--- config.mk ---
export PLATFORM = sky130hd
export DESIGN_NAME = memwb_elastic_reg
export DESIGN_NICKNAME = d
export VERILOG_FILES = /design/src/rtl/memwb_elastic_reg_pkg.sv /design/src/rtl/memwb_elastic_reg_align.sv /design/src/rtl/memwb_elastic_reg.sv
export SDC_FILE = /design/constraint.sdc
export NUM_CORES = 1
export LEC_CHECK = 0
export CAP_MARGIN = 20
export CORE_UTILIZATION = 40
export CTS_CLUSTER_DIAMETER = 150
export DETAILED_ROUTE_END_ITERATION = 10
export PLACE_DENSITY = 0.74
export SLEW_MARGIN = 30
export SYNTH_ARGS = -nofsm -noshare
export SYNTH_HDL_FRONTEND = slang
export SYNTH_SLANG_ARGS = --single-unit
--- constraint.sdc ---
create_clock -name clk -period 5.49 [get_ports clk]
set_input_delay 1.647 -clock clk [delete_from_list [all_inputs] [get_ports clk]]
set_output_delay 1.647 -clock clk [all_outputs]
set_load 0.05 [all_outputs]
--- src/rtl/memwb_elastic_reg_pkg.sv ---
// ----------------------------------------------------------------------------
// memwb_elastic_reg_pkg
//   Shared types for the MEM/WB elastic boundary.
//   - Load funct3 encodings (RISC-V I/RV64I load group).
//   - entry_t: one buffered writeback entry {data, rd, regwrite}. Fields are
//     sized to the widest supported configuration; the top zero-extends into
//     them and slices back out, so a single struct serves XLEN=32/64 and any
//     RA_W up to RA_W_MAX.
//   - occ_e: occupancy of the two-entry (main + skid) buffer.
// ----------------------------------------------------------------------------
package memwb_elastic_reg_pkg;

  localparam logic [2:0] LB  = 3'd0;
  localparam logic [2:0] LH  = 3'd1;
  localparam logic [2:0] LW  = 3'd2;
  localparam logic [2:0] LD  = 3'd3;
  localparam logic [2:0] LBU = 3'd4;
  localparam logic [2:0] LHU = 3'd5;
  localparam logic [2:0] LWU = 3'd6;

  localparam int XLEN_MAX = 64;
  localparam int RA_W_MAX = 8;

  typedef struct packed {
    logic [XLEN_MAX-1:0] data;
    logic [RA_W_MAX-1:0] rd;
    logic                regwrite;
  } entry_t;

  // EMPTY: nothing buffered; ONE: main valid; FULL: main and skid valid.
  typedef enum logic [1:0] {
    OCC_EMPTY = 2'd0,
    OCC_ONE   = 2'd1,
    OCC_FULL  = 2'd2
  } occ_e;

endpackage

--- src/rtl/memwb_elastic_reg_align.sv ---
// ----------------------------------------------------------------------------
// load_align_ext
//   Combinational load-data alignment and sign/zero extension.
//   Ports:
//     rdata  in  XLEN   raw memory read word
//     offset in  OFF_W  byte offset inside the word (low ALU result bits)
//     funct3 in  3      load type
//     ext    out XLEN   aligned, extended load value
//   Misaligned half/word offsets are truncated to natural alignment. LD on a
//   32-bit datapath behaves as LW. The unused encoding 7 passes rdata through.
// ----------------------------------------------------------------------------
module load_align_ext
  import memwb_elastic_reg_pkg::*;
#(
  parameter  int XLEN  = 64,
  localparam int OFF_W = $clog2(XLEN/8)
) (
  input  logic [XLEN-1:0]  rdata,
  input  logic [OFF_W-1:0] offset,
  input  logic [2:0]       funct3,
  output logic [XLEN-1:0]  ext
);

  localparam bit HAS_LD = (XLEN == 64);

  logic [OFF_W-1:0] align_off;
  logic [XLEN-1:0]  shifted;

  // Natural alignment: clear the low offset bits for the access size.
  always_comb begin
    align_off = offset;
    case (funct3)
      LB, LBU: align_off = offset;
      LH, LHU: align_off = offset & ~OFF_W'(1);
      LW, LWU: align_off = offset & ~OFF_W'(3);
      default: align_off = '0;
    endcase
  end

  assign shifted = rdata >> {align_off, 3'b000};

  always_comb begin
    ext = rdata;
    case (funct3)
      LB:      ext = XLEN'($signed(shifted[7:0]));
      LH:      ext = XLEN'($signed(shifted[15:0]));
      LW:      ext = XLEN'($signed(shifted[31:0]));
      LD:      ext = HAS_LD ? rdata : XLEN'($signed(shifted[31:0]));
      LBU:     ext = XLEN'(shifted[7:0]);
      LHU:     ext = XLEN'(shifted[15:0]);
      LWU:     ext = XLEN'(shifted[31:0]);
      default: ext = rdata;
    endcase
  end

endmodule

--- src/rtl/memwb_elastic_reg.sv ---
// ----------------------------------------------------------------------------
// memwb_elastic_reg
//   MEM/WB pipeline boundary with valid/ready on both sides and a two-entry
//   (main + skid) buffer so that in_ready is a register, never a combinational
//   function of out_ready. The writeback value (load data aligned/extended or
//   ALU result) is formed before capture.
//   Ports:
//     clk, reset                 clock, synchronous active-high reset
//     in_valid / in_ready        MEM-side handshake (in_ready registered)
//     read_data_in               raw memory word
//     result_alu_in              ALU result; low bits are the load byte offset
//     ld_funct3_in               load type
//     rd_in, memtoreg_in,
//     regwrite_in                destination, load-select, write enable
//     flush                      drop all buffered entries and same-cycle input
//     out_valid / out_ready      WB-side handshake
//     wb_data, wb_rd,
//     wb_regwrite                head entry payload (held while empty)
//     fwd_valid                  out_valid & wb_regwrite for forwarding
//     retired                    output fires, wraps modulo 2^RET_W
// ----------------------------------------------------------------------------
module memwb_elastic_reg
  import memwb_elastic_reg_pkg::*;
#(
  parameter int XLEN  = 64,
  parameter int RA_W  = 5,
  parameter int RET_W = 32
) (
  input  logic             clk,
  input  logic             reset,
  input  logic             in_valid,
  output logic             in_ready,
  input  logic [XLEN-1:0]  read_data_in,
  input  logic [XLEN-1:0]  result_alu_in,
  input  logic [2:0]       ld_funct3_in,
  input  logic [RA_W-1:0]  rd_in,
  input  logic             memtoreg_in,
  input  logic             regwrite_in,
  input  logic             flush,
  output logic             out_valid,
  input  logic             out_ready,
  output logic [XLEN-1:0]  wb_data,
  output logic [RA_W-1:0]  wb_rd,
  output logic             wb_regwrite,
  output logic             fwd_valid,
  output logic [RET_W-1:0] retired
);

  localparam int OFF_W = $clog2(XLEN/8);

  occ_e             state_q, state_d;
  entry_t           main_q, main_d;
  entry_t           skid_q, skid_d;
  entry_t           cap;
  logic             in_ready_q, in_ready_d;
  logic [RET_W-1:0] retired_q;
  logic [XLEN-1:0]  ext;
  logic             in_fire, out_fire;

  load_align_ext #(.XLEN(XLEN)) u_align (
    .rdata  (read_data_in),
    .offset (result_alu_in[OFF_W-1:0]),
    .funct3 (ld_funct3_in),
    .ext    (ext)
  );

  // Entry as it would be captured this cycle. x0 writes are suppressed here
  // so the forwarding unit never sees a bogus x0 producer.
  always_comb begin
    cap          = '0;
    cap.data     = XLEN_MAX'(memtoreg_in ? ext : result_alu_in);
    cap.rd       = RA_W_MAX'(rd_in);
    cap.regwrite = regwrite_in & (rd_in != '0);
  end

  assign out_valid = (state_q != OCC_EMPTY);
  assign in_fire   = in_valid & in_ready_q;
  assign out_fire  = out_valid & out_ready;

  // Occupancy FSM. Main is always the head; skid only ever holds the entry
  // behind it, which keeps ordering strictly FIFO.
  always_comb begin
    state_d = state_q;
    main_d  = main_q;
    skid_d  = skid_q;
    if (flush) begin
      state_d = OCC_EMPTY;
    end else begin
      case (state_q)
        OCC_EMPTY: begin
          if (in_fire) begin
            main_d  = cap;
            state_d = OCC_ONE;
          end
        end
        OCC_ONE: begin
          if (in_fire && out_fire) begin
            main_d = cap;
          end else if (in_fire) begin
            skid_d  = cap;
            state_d = OCC_FULL;
          end else if (out_fire) begin
            state_d = OCC_EMPTY;
          end
        end
        OCC_FULL: begin
          // in_ready is low here, so in_fire is normally 0; the refill path
          // is kept so the buffer stays correct if that ever changes.
          if (out_fire) begin
            main_d = skid_q;
            if (in_fire) skid_d = cap;
            else         state_d = OCC_ONE;
          end
        end
        default: state_d = OCC_EMPTY;
      endcase
    end
    in_ready_d = (state_d != OCC_FULL);
  end

  always_ff @(posedge clk) begin
    if (reset) begin
      state_q    <= OCC_EMPTY;
      main_q     <= '0;
      skid_q     <= '0;
      in_ready_q <= 1'b0;
      retired_q  <= '0;
    end else begin
      state_q    <= state_d;
      main_q     <= main_d;
      skid_q     <= skid_d;
      in_ready_q <= in_ready_d;
      // A fire that coincides with flush is discarded, so it is not retired.
      if (out_fire && !flush) retired_q <= retired_q + RET_W'(1);
    end
  end

  assign in_ready    = in_ready_q;
  assign wb_data     = main_q.data[XLEN-1:0];
  assign wb_rd       = main_q.rd[RA_W-1:0];
  assign wb_regwrite = main_q.regwrite;
  assign fwd_valid   = out_valid & main_q.regwrite;
  assign retired     = retired_q;

  // Upper struct bits beyond XLEN/RA_W are always zero and never read.
  logic unused_hi;
  assign unused_hi = ^{main_q.data, main_q.rd};

endmodule

==> summary.txt, run 1 <==
STA
  • Period utilization: 76.03%
  • Least-Margin Pin Slew: 953.3 ps
  • Final Skew: 11.76 ps
  • Worst hold-check slack: 449.2 ps
  • Final WS setup: 1316 ps
  • Final Slew Violations: 0
  • RSZ-0062 raised after global routing: no
  • Setup_tns: 0 ps
  • Final setup viols: 0
  • Fin crit period: 4174 ps
  • Max Freq: 0.2396 GHz
  • Final hold viol count: 0
  • Relative slew slack: 36.45%

GRT
  • GR Util met2: 47.03%
  • GR Util All Layers: 30.11%
  • Grt total ovfl: 0
  • Global routing's busiest layer: met2
  • Vias in the first global route: 10.00k
  • Initial antenna violation count: 0
  • Largest net degree at the start of global routing: 90
  • GRT met3 Usage: 5.420%
  • Global-route wire length before repair: 57470 um
  • GR Util met1: 41.75%

Die
  • Core Rows: 56
  • Initial core utilization: 41.22%
  • DIE HEIGHT: 158.2 um
  • Io pins: 248
  • Core area: 23680 um2
  • Die ar.: 25030 um2
  • Die X: 158.2 um

Detailed routing
  • Routed Antenna Nets: 0
  • Number of remaining DRC errors: 0
  • Drt initial violations: 1194
  • DR vias/cell: 5.982
  • Via count: 10.89k
  • Average wire per standard cell: 20.89 um
  • Drt pass-1 iters: 6
  • Final wirelength: 38040 um

Worst setup path
  • Element type at the critical path start: input pin
  • Largest fanout on the critical path: 21
  • Worst EP required: 5790 ps
  • WP data arrival: 4480 ps
  • CP Class: input pin to flip-flop
  • Crit end category: flip-flop

Synthesis
  • Gate count of the mapped netlist: 1312
  • Top cells by area, synth: dfxtp_1 (36%), nand2_1 (8.5%), nor2_1 (6.8%)
  • Leading area contributor after synthesis: dfxtp_1
  • Syn_area_per_cell: 7.440 um2
  • Syn Nets: 1456
  • Ys async rst share: 0%
  • Post-synth top area share: 35.89%
  • Syn Std Cell Area: 9762 um2
  • Top_reg_cell synth: dfxtp_1
  • Synthesis-stage register bit count: 175
  • Synth unique cells: 70
  • EDFF count, synth: 0
  • Seq/Total Area, Yosys: 35.89%
  • Syn. warnings: 0

CTS
  • Setup Buffers After CTS: 0
  • Clock-pin slew on the worst setup and hold paths: 80 ps
  • CTS tree: done
  • CTS resizes: 0
  • Clock Path Buffers: 2
  • CTS root buffer: clkbuf_16
  • H-tree Lvls: 4
  • TritonCTS buffer count: 17
  • Clk sinks: 175
  • Cts hold-fix bufs: 0
  • Later-pin clock latency in the skew report: 440 ps

Placement
  • Final Wtd Congestion: 0.9416
  • DP Worst Slack: 931.7 ps
  • Buffers on Ports: 247
  • Final HPWL DP: 26610 um

Final layout
  • Fillers: 2253
  • ANT cells: 0
  • Most frequent cells in the layout: clkdlybuf4s50_1 (245), nand2_1 (220), nor2_1 (177), dfxtp_1 (175), a21oi_1 (79)
  • Layout area overhead: 32.70%
  • Share of cells above drive strength 1: 6.258%
  • Nets@finish: 1633
  • Sequential Area: 3503 um2
  • Commonest non-fill, non-tap cell in the layout: clkdlybuf4s50_1
  • Multi-input logic area: 5759 um2

Job
  • Max_cap viols: 0

Status
  • Status: completed

Power and ir drop
  • Power per cell area: 242.1 nW/um2
  • Leakage: 4.561 nW
  • Peak VDD IR: 181.0 uV

Min path
  • Hold Crit Class: flip-flop to flip-flop
## flip-flops by register name, indices dropped and copies added, names as in the netlist
signal and cells:
wb_rd 5, in_ready 1, wb_regwrite 1, state_q 2, skid_q 70, wb_data 64
retired 32
## final timing paths
| check | cells after the start | endpoint | slack (ps) | from |
|---|---|---|---|---|
| max | 11 | wb_data[22]$_SDFFE_PP0P_ | 1320 | ld_funct3_in[1] |
| min reg2reg | 2 | skid_q[60]$_SDFFE_PP0P_ | 450 | skid_q[60]$_SDFFE_PP0P_ |
| min | 2 | skid_q[60]$_SDFFE_PP0P_ | 450 | skid_q[60]$_SDFFE_PP0P_ |
| max reg2reg | 9 | skid_q[41]$_SDFFE_PP0P_ | 2630 | state_q[1]$_SDFF_PP0_ |
## worst max-delay path, stage by stage
cell	delay [ps]
clkdlybuf4s50_1	730
buf_4	220
buf_4	250
nor2b_1	80
o21bai_1	150
a221oi_1	130
a21oi_2	350
nor2_2	120
buf_4	190
nor3_1	440
o32ai_1	170
## cells by family (layout without fill, tap and decap cells)
| logic type | after synthesis | count (layout) | synth area share [%] |
|---|---|---|---|
| compound gates | 422 | 422 | 29.33 |
| xor+xnor | 24 | 24 | 2.153 |
| fa+ha+maj | 1 | 1 | 0.1282 |
| buf+inv | 127 | 317 | 5.422 |
| flops | 175 | 175 | 35.89 |
| mux | 22 | 22 | 2.602 |
| simple gates | 541 | 541 | 24.48 |
## layout make-up
| cell class | instances | area share (%) |
|---|---|---|
| multi-input cells | 1010 | 44.46 |
| clock buffers | 18 | 3.313 |
| well taps | 319 | 3.081 |
| flip-flops and latches | 175 | 27.05 |
| inverters | 10 | 0.2898 |
| clock inverters | 14 | 1.140 |
| repair buffers | 275 | 20.67 |
## routing by layer
| layer | part of all wire, % | wire, um |
|---|---|---|
| met5 | 0 | 0 |
| met4 | 2.5 | 938 |
| met3 | 8.7 | 3323 |
| met2 | 45 | 17280 |
| met1 | 43 | 16500 |
## Yosys cell counts (3+ instances only)
library cell,n
a2111oi_0,5
a211oi_1,25
a21o_1,3
a21oi_1,80
a221oi_1,42
a22oi_1,11
a2bb2oi_1,32
a311oi_1,6
a31o_2,7
a31oi_1,13
a32o_1,8
and2_1,9
and3_1,19
and4_1,4
buf_1,8
buf_2,23
buf_6,3
clkbuf_1,82
dfxtp_1,175
inv_1,10
mux2_2,7
mux2i_1,13
nand2_1,220
nand2b_1,10
nand3_1,23
nand4_1,5
nor2_1,178
nor2b_1,22
nor3_1,25
o211ai_1,38
o21ai_0,72
o21ai_1,31
o221ai_1,4
o22ai_1,11
o31ai_1,13
o32ai_1,4
or3_1,10
xnor2_1,14
xor2_1,10
## metrics by stage
| step | total power, mW | area [um2] | util (%) | instances |
|---|---|---|---|---|
| after floorplan | 1.674 | 9762 | - | 1312 |
| after global placement | 1.954 | 12380 | 52.26 | 1789 |
| after detailed placement | 1.955 | 12380 | 52.26 | 1789 |
| after CTS | 3.134 | 12950 | 54.70 | 1821 |
| after global routing | 3.232 | 12950 | 54.70 | 1821 |
| final | 3.136 | 12950 | 54.70 | 1821 |
## power breakdown
| group | leakage (nW) | internal, mW | switching, mW |
|---|---|---|---|
| combinational | 2.87 | 0.244 | 0.386 |
| sequential | 1.42 | 1.29 | 0.0153 |
| clock | 0.280 | 0.606 | 0.590 |
| total | 4.56 | 2.14 | 0.991 |
Note: power is estimated with default switching activity, not from simulation.
==> run 2: changes to the inputs <==
- clock period: 5.49 -> 4.3 ns (I/O delays scaled with it)
==> run 2 against run 1 <==
  * Final cell count grew 1.3%
  * Sequential power grew 27%
  * Routed wire length grew 2.7%
  * Die area is the same
  * Total power grew 33%
  * Global-route usage grew 1.1 points
==> summary.txt, run 2 (synthesized netlist as in run 1, its figures left out) <==
Detailed routing
  • Via count: 11.03k (+1.2%)
  • Final wirelength: 39080 um (+2.7%)
  • Drt pass-1 iters: 5 (-1)
  • Drt initial violations: 1164 (-2.5%)
  • Routed Antenna Nets: 0 (unchanged)
  • DR vias/cell: 5.976 (-0.10%)
  • Average wire per standard cell: 21.18 um (+1.4%)
  • Number of remaining DRC errors: 0 (unchanged)

Min path
  • Hold Crit Class: flip-flop to flip-flop
  • Hold EP: skid_q[71]$_SDFFE_PP0P_
  • Min-Delay Path Depth: 2 (unchanged)
  • Worst Hold Launch: skid_q[71]$_SDFFE_PP0P_

STA
  • Final setup viols: 0 (unchanged)
  • Worst hold-check slack: 447.1 ps (-2.127 ps)
  • RSZ-0062 raised after global routing: no
  • Max Freq: 0.2697 GHz
  • Least-Margin Pin Slew: 947.3 ps (-6.021 ps)
  • Final Slew Violations: 0 (unchanged)
  • Final hold viol count: 0 (unchanged)
  • Relative slew slack: 36.61% (+0.17 points)
  • Period utilization: 86.22%
  • Fin crit period: 3707 ps
  • Setup_tns: 0 ps (unchanged)
  • Final Skew: 9.373 ps (-2.389 ps)

Final layout
  • Max reg flops: 70 (unchanged)
  • Final instance area: 13220 um2 (+2.1%)
  • Fillers: 2305 (+2.3%)
  • ANT cells: 0 (unchanged)
  • Commonest non-fill, non-tap cell in the layout: clkdlybuf4s50_1
  • Layout area overhead: 35.44%
  • Biggest register: skid_q
  • Finished Core Util: 55.83% (+1.1 points)
  • Share of cells above drive strength 1: 7.798% (+1.5 points)
  • Most frequent cells in the layout: clkdlybuf4s50_1 (245), nand2_1 (220), nor2_1 (177), dfxtp_1 (175), a21oi_1 (79)
  • Nets@finish: 1657 (+1.5%)

GRT
  • Initial antenna violation count: 0 (unchanged)
  • Vias in the first global route: 10.34k (+3.4%)
  • Largest net degree at the start of global routing: 89 (-1.1%)
  • GR Util All Layers: 31.19% (+1.1 points)
  • Grt total ovfl: 0 (unchanged)
  • Global-route wire length before repair: 59510 um (+3.6%)

CTS
  • Clk sinks: 175 (unchanged)
  • Clock Path Buffers: 2 (unchanged)
  • Setup Buffers After CTS: 0 (unchanged)
  • Later-pin clock latency in the skew report: 440 ps (about the same)
  • CTS resizes: 0 (unchanged)
  • H-tree Lvls: 4 (unchanged)
  • CTS root buffer: clkbuf_16
  • Clock-pin slew on the worst setup and hold paths: 70 ps (about the same)
  • Cts hold-fix bufs: 0 (unchanged)
  • CTS tree: done
  • TritonCTS buffer count: 17 (unchanged)

Die
  • Core Rows: 56 (unchanged)
  • Core area: 23680 um2 (unchanged)
  • Die ar.: 25030 um2 (unchanged)
  • DIE HEIGHT: 158.2 um (unchanged)
  • Die X: 158.2 um (unchanged)
  • Initial core utilization: 41.22% (unchanged)
  • Io pins: 248 (unchanged)

Worst setup path
  • CP max stage cell: nor2_1
  • Element type at the critical path start: input pin
  • Worst-case reg-to-reg path depth: 6 (-3)
  • Crit end category: flip-flop
  • Cell Chain, Critical Path: clkdlybuf4s50_1 -> nand2b_1 -> buf_12 -> nor2_1 -> a22oi_1 -> a31oi_1 -> a31o_2 -> o21ai_0 -> a21oi_1
  • R2r endpoint: skid_q[20]$_SDFFE_PP0P_
  • FF-to-FF setup slack: 1520 ps (-1110 ps)
  • Largest fanout on the critical path: 14 (-33%)
  • Worst EP required: 4660 ps (-1130 ps)
  • WP buf/inv: 2 (-2)
  • WP data arrival: 4070 ps (-410 ps)
  • Max incr delay on CP: 710 ps (-20 ps)
  • Reg2Reg Launch Point: state_q[1]$_SDFF_PP0_
  • CP Class: input pin to flip-flop
  • Kind of cell adding the most delay to the critical path: simple AND/OR/NAND/NOR gates

Placement
  • Buffers on Ports: 247 (unchanged)
  • Final HPWL DP: 27760 um (+4.3%)
  • Cell Area, Placed: 12580 um2 (+1.7%)
  • Final Wtd Congestion: 0.9463 (+0.50%)

Power and ir drop
  • Peak VDD IR: 208.2 uV (+15%)
  • Power per cell area: 316.5 nW/um2 (+31%)
  • Leakage: 4.720 nW (+3.5%)

Job
  • Max_cap viols: 0 (unchanged)

Status
  • Status: completed
-- run 2: changes by cell type in the layout (fill, tap and decap cells not counted), moves of 2 or more --
cell,change
buf_12,+2
buf_4,+22
bufinv_16,+2
clkbuf_8,+2
clkinv_4,-2
-- run 2: layer usage --
layer / track usage (%) / part of all wire [%]
met1: 42.59 / 43
met2: 48.06 / 45
met3: 4.489 / 8.3
met4: 14.84 / 4.1
met5: 0 / 0
-- run 2: where the power goes --
group	switching, mW	total, mW	internal [mW]
Combinational	0.501	0.830	0.328
Clock	0.759	1.68	0.924
Sequential	0.0194	1.67	1.65
-- run 2: final cells by class --
class / count / area (um2) / share of cell area (%)
flip-flops and latches: 175 / 3503 / 26.50
clock inverters: 13 / 186.4 / 1.410
multi-input cells: 1010 / 5759 / 43.56
well taps: 319 / 399.1 / 3.019
clock buffers: 19 / 452.9 / 3.426
inverters: 10 / 37.54 / 0.2839
repair buffers: 299 / 2883 / 21.80
-- run 2: stage by stage --
step | total power, mW | cells | setup WS, ps
3_5_place_dp | 2.522 | 1813 | 193.5
5_1_grt | 4.313 | 1845 | 407.9
6_report | 4.185 | 1845 | 592.6
2_1_floorplan | 2.138 | 1312 | 1163
3_3_place_gp | 2.522 | 1813 | 209.3
4_1_cts | 4.184 | 1845 | 647.6
-- run 2: how the worst max path moves through the flow --
| stage | startpoint | endpoint | slack (ps) | depth (start not counted) |
|---|---|---|---|---|
| after floorplan | ld_funct3_in[1] | skid_q[71]$_SDFFE_PP0P_ | 1160 | 9 |
| after global placement | ld_funct3_in[1] | wb_data[14]$_SDFFE_PP0P_ | 210 | 8 |
| after detailed placement | ld_funct3_in[1] | wb_data[14]$_SDFFE_PP0P_ | 190 | 8 |
| after CTS | ld_funct3_in[1] | wb_data[14]$_SDFFE_PP0P_ | 650 | 8 |
| after global routing | result_alu_in[0] | skid_q[9]$_SDFFE_PP0P_ | 410 | 9 |
| final | result_alu_in[0] | wb_data[5]$_SDFFE_PP0P_ | 590 | 9 |
-- run 2: worst reg2reg max path: stages (launching register included) --
cell	delay [ps]
dfxtp_1	430
nor2b_2	180
buf_4	370
nand2_1	240
a211o_1	570
nor2_1	670
a32o_1	270
==> run 3: changes to the inputs <==
- PLACE_DENSITY: 0.74 -> 0.67
- SKIP_LAST_GASP: not set -> 1
- SLEW_MARGIN: 30 -> 15
==> run 3 against run 2 <==
  * Critical path depth is the same
  * Sequential share of layout area unchanged
  * Clock power about the same
  * Register-to-register slack improved by 190 ps
  * Count of clock-buffer cells in the layout shrank 1
  * Clock skew rose by 5.7 ps
  * Worst setup slack gained 120 ps
  * Global-route usage down 0.64 points
==> summary.txt, run 3 (synthesized netlist as in run 1, its figures left out) <==
Status
  • Status: completed

Detailed routing
  • Average wire per standard cell: 20.57 um (-2.9%)
  • Met1 WL: 16760 um (-0.34%)
  • Drt pass-1 iters: 6 (+1)
  • Top Metal Used: met4
  • Number of remaining DRC errors: 0 (unchanged)
  • Via count: 10.75k (-2.5%)
  • Drt initial violations: 1040 (-11%)
  • Routed met3 length: 3360 um (+3.9%)
  • Final wirelength: 37910 um (-3.0%)
  • Met2 routed WL: 16680 um (-4.4%)
  • DR vias/cell: 5.834 (-2.4%)
  • Routed Antenna Nets: 0 (unchanged)

Power and ir drop
  • Switching part of the total power: 30.63% (+0.042 points)
  • Switching power: 1.275 mW (-0.41%)
  • Peak VDD IR: 188.1 uV (-9.7%)
  • Leakage: 4.702 nW (-0.39%)
  • Share of total power in combinational logic: 19.7% (about the same)
  • Clock network power share: 40.1% (about the same)
  • Power per cell area: 314.8 nW/um2 (-0.55%)
  • Pint: 2.887 mW (-0.61%)
  • Seq pwr share: 40.2% (+0.3 points)

CTS
  • CTS tree: done
  • Later-pin clock latency in the skew report: 440 ps (about the same)
  • CTS root buffer: clkbuf_16
  • Cts hold-fix bufs: 0 (unchanged)
  • Clock-pin slew on the worst setup and hold paths: 80 ps (about the same)
  • H-tree Lvls: 4 (unchanged)
  • Clock Path Buffers: 2 (unchanged)
  • TritonCTS buffer count: 17 (unchanged)
  • Setup Buffers After CTS: 0 (unchanged)
  • CTS resizes: 0 (unchanged)
  • Clk sinks: 175 (unchanged)

STA
  • Least-Margin Pin Slew: 761.4 ps (-185.9 ps)
  • Final hold viol count: 0 (unchanged)
  • RSZ-0062 raised after global routing: no
  • Setup_tns: 0 ps (unchanged)
  • Period utilization: 83.52% (-2.7 points)
  • Fin crit period: 3591 ps (-116.2 ps)
  • Final setup viols: 0 (unchanged)
  • Final Slew Violations: 0 (unchanged)
  • Final Skew: 15.07 ps (+5.696 ps)
  • Relative slew slack: 49.24% (+13 points)
  • Max Freq: 0.2785 GHz (+3.2%)

GRT
  • Global-route wire length before repair: 58200 um (-2.2%)
  • GR Util All Layers: 30.55% (-0.64 points)
  • Largest net degree at the start of global routing: 76 (-15%)
  • Initial antenna violation count: 1 (+1)
  • Vias in the first global route: 10.02k (-3.1%)
  • Grt total ovfl: 0 (unchanged)

Placement
  • Final Wtd Congestion: 0.9499 (+0.38%)
  • Final HPWL DP: 27260 um (-1.8%)
  • Buffers on Ports: 247 (unchanged)
  • Cell Area, Placed: 12580 um2 (about the same)

Final layout
  • Share of cells above drive strength 1: 7.617% (-0.18 points)
  • Biggest register: skid_q
  • Sequential Area: 3503 um2 (unchanged)
  • Nets@finish: 1654 (-0.18%)
  • Max reg flops: 70 (unchanged)
  • Fillers: 2318 (+0.56%)
  • Layout area overhead: 35.44% (unchanged)
  • Commonest non-fill, non-tap cell in the layout: clkdlybuf4s50_1
  • Multi-input logic area: 5759 um2 (unchanged)
  • Final instance area: 13220 um2 (unchanged)
  • Most frequent cells in the layout: clkdlybuf4s50_1 (245), nand2_1 (220), nor2_1 (177), dfxtp_1 (175), a21oi_1 (79)

Worst setup path
  • Max incr delay on CP: 690 ps (-20 ps)
  • CP Class: input pin to flip-flop
  • Kind of cell adding the most delay to the critical path: buffers and inverters
  • Largest fanout on the critical path: 24 (+10)
  • WP buf/inv: 3 (+1)
  • Cell Chain, Critical Path: clkdlybuf4s50_1 -> buf_4 -> nor2b_1 -> nand3_1 -> a21oi_2 -> nor2_2 -> buf_4 -> o31ai_1 -> o22ai_1
  • CP max stage cell: clkdlybuf4s50_1
  • WP data arrival: 3910 ps (-160 ps)
  • Crit end category: flip-flop
  • FF-to-FF setup slack: 1710 ps (+190 ps)
  • Worst EP required: 4610 ps (-50 ps)
  • Cell mode on critical path: buf_4
  • Element type at the critical path start: input pin

Die
  • DIE HEIGHT: 158.2 um (unchanged)
  • Core Rows: 56 (unchanged)
  • Die X: 158.2 um (unchanged)
  • Core area: 23680 um2 (unchanged)
  • Initial core utilization: 41.22% (unchanged)
  • Io pins: 248 (unchanged)
  • Die ar.: 25030 um2 (unchanged)

Min path
  • Hold Crit Class: flip-flop to flip-flop

Job
  • Max_cap viols: 0 (unchanged)
## run 3: cell count changes in the layout (fill, tap and decap cells not counted), moves of 2 or more
cell / delta
buf_12: +2
inv_6: -2
buf_4: -5
clkinvlp_4: +2
## run 3: cell type report
cell class	count	share of cell area (%)
clock buffer	18	3.322
antenna	1	0.01893
timing repair buffer	296	21.82
multi-input combinational	1010	43.56
tap	319	3.019
clock inverter	14	1.476
inverter	10	0.2839
sequential	175	26.50
## run 3: power groups by stage
| stage | Clock (mW) | Sequential, mW | Combinational [mW] |
|---|---|---|---|
| 3_3_place_gp | 0 | 1.71 | 0.809 |
| 3_5_place_dp | 0 | 1.71 | 0.809 |
| 5_1_grt | 1.76 | 1.67 | 0.870 |
| 4_1_cts | 1.69 | 1.67 | 0.812 |
| 6_report | 1.67 | 1.67 | 0.821 |
| 2_1_floorplan | 0 | 1.81 | 0.327 |
## run 3: metal layers
metal | up-vias | GRT usage [%]
met1 | 5045 | 42.39
li1 | 5123 | -
met5 | - | 0
met3 | 63 | 6.597
met4 | 0 | 11.13
met2 | 521 | 46.12
## run 3: final timing paths
check | start | endpoint | cells past startpoint
setup / recovery | result_alu_in[1] | wb_data[26]$_SDFFE_PP0P_ | 9
hold / removal | skid_q[26]$_SDFFE_PP0P_ | skid_q[26]$_SDFFE_PP0P_ | 2
setup reg to reg | retired[5]$_SDFFE_PP0P_ | retired[20]$_SDFFE_PP0P_ | 6
hold reg to reg | skid_q[26]$_SDFFE_PP0P_ | skid_q[26]$_SDFFE_PP0P_ | 2
## run 3: stage by stage
| stage | std cells | worst slack (ps) | hold slack [ps] | utilization, % | total power, mW |
|---|---|---|---|---|---|
| 6_report | 1843 | 708.8 | 447.8 | 55.83 | 4.162 |
| 5_1_grt | 1843 | 542.7 | 459.4 | 55.83 | 4.302 |
| 4_1_cts | 1842 | 772.0 | 449.1 | 55.82 | 4.174 |
| 3_5_place_dp | 1810 | 303.8 | 436.6 | 53.14 | 2.518 |
| 3_3_place_gp | 1810 | 303.1 | 427.4 | 53.14 | 2.518 |
| 2_1_floorplan | 1312 | 1163 | 416.7 | - | 2.138 |
## run 3: worst reg2reg max path, stage by stage (launching register included)
cell     delay, ps
dfxtp_1        420
and4_1         270
nand3_1        120
nor3_1         580
nand3_1        490
or3_1          490
a21oi_1        140
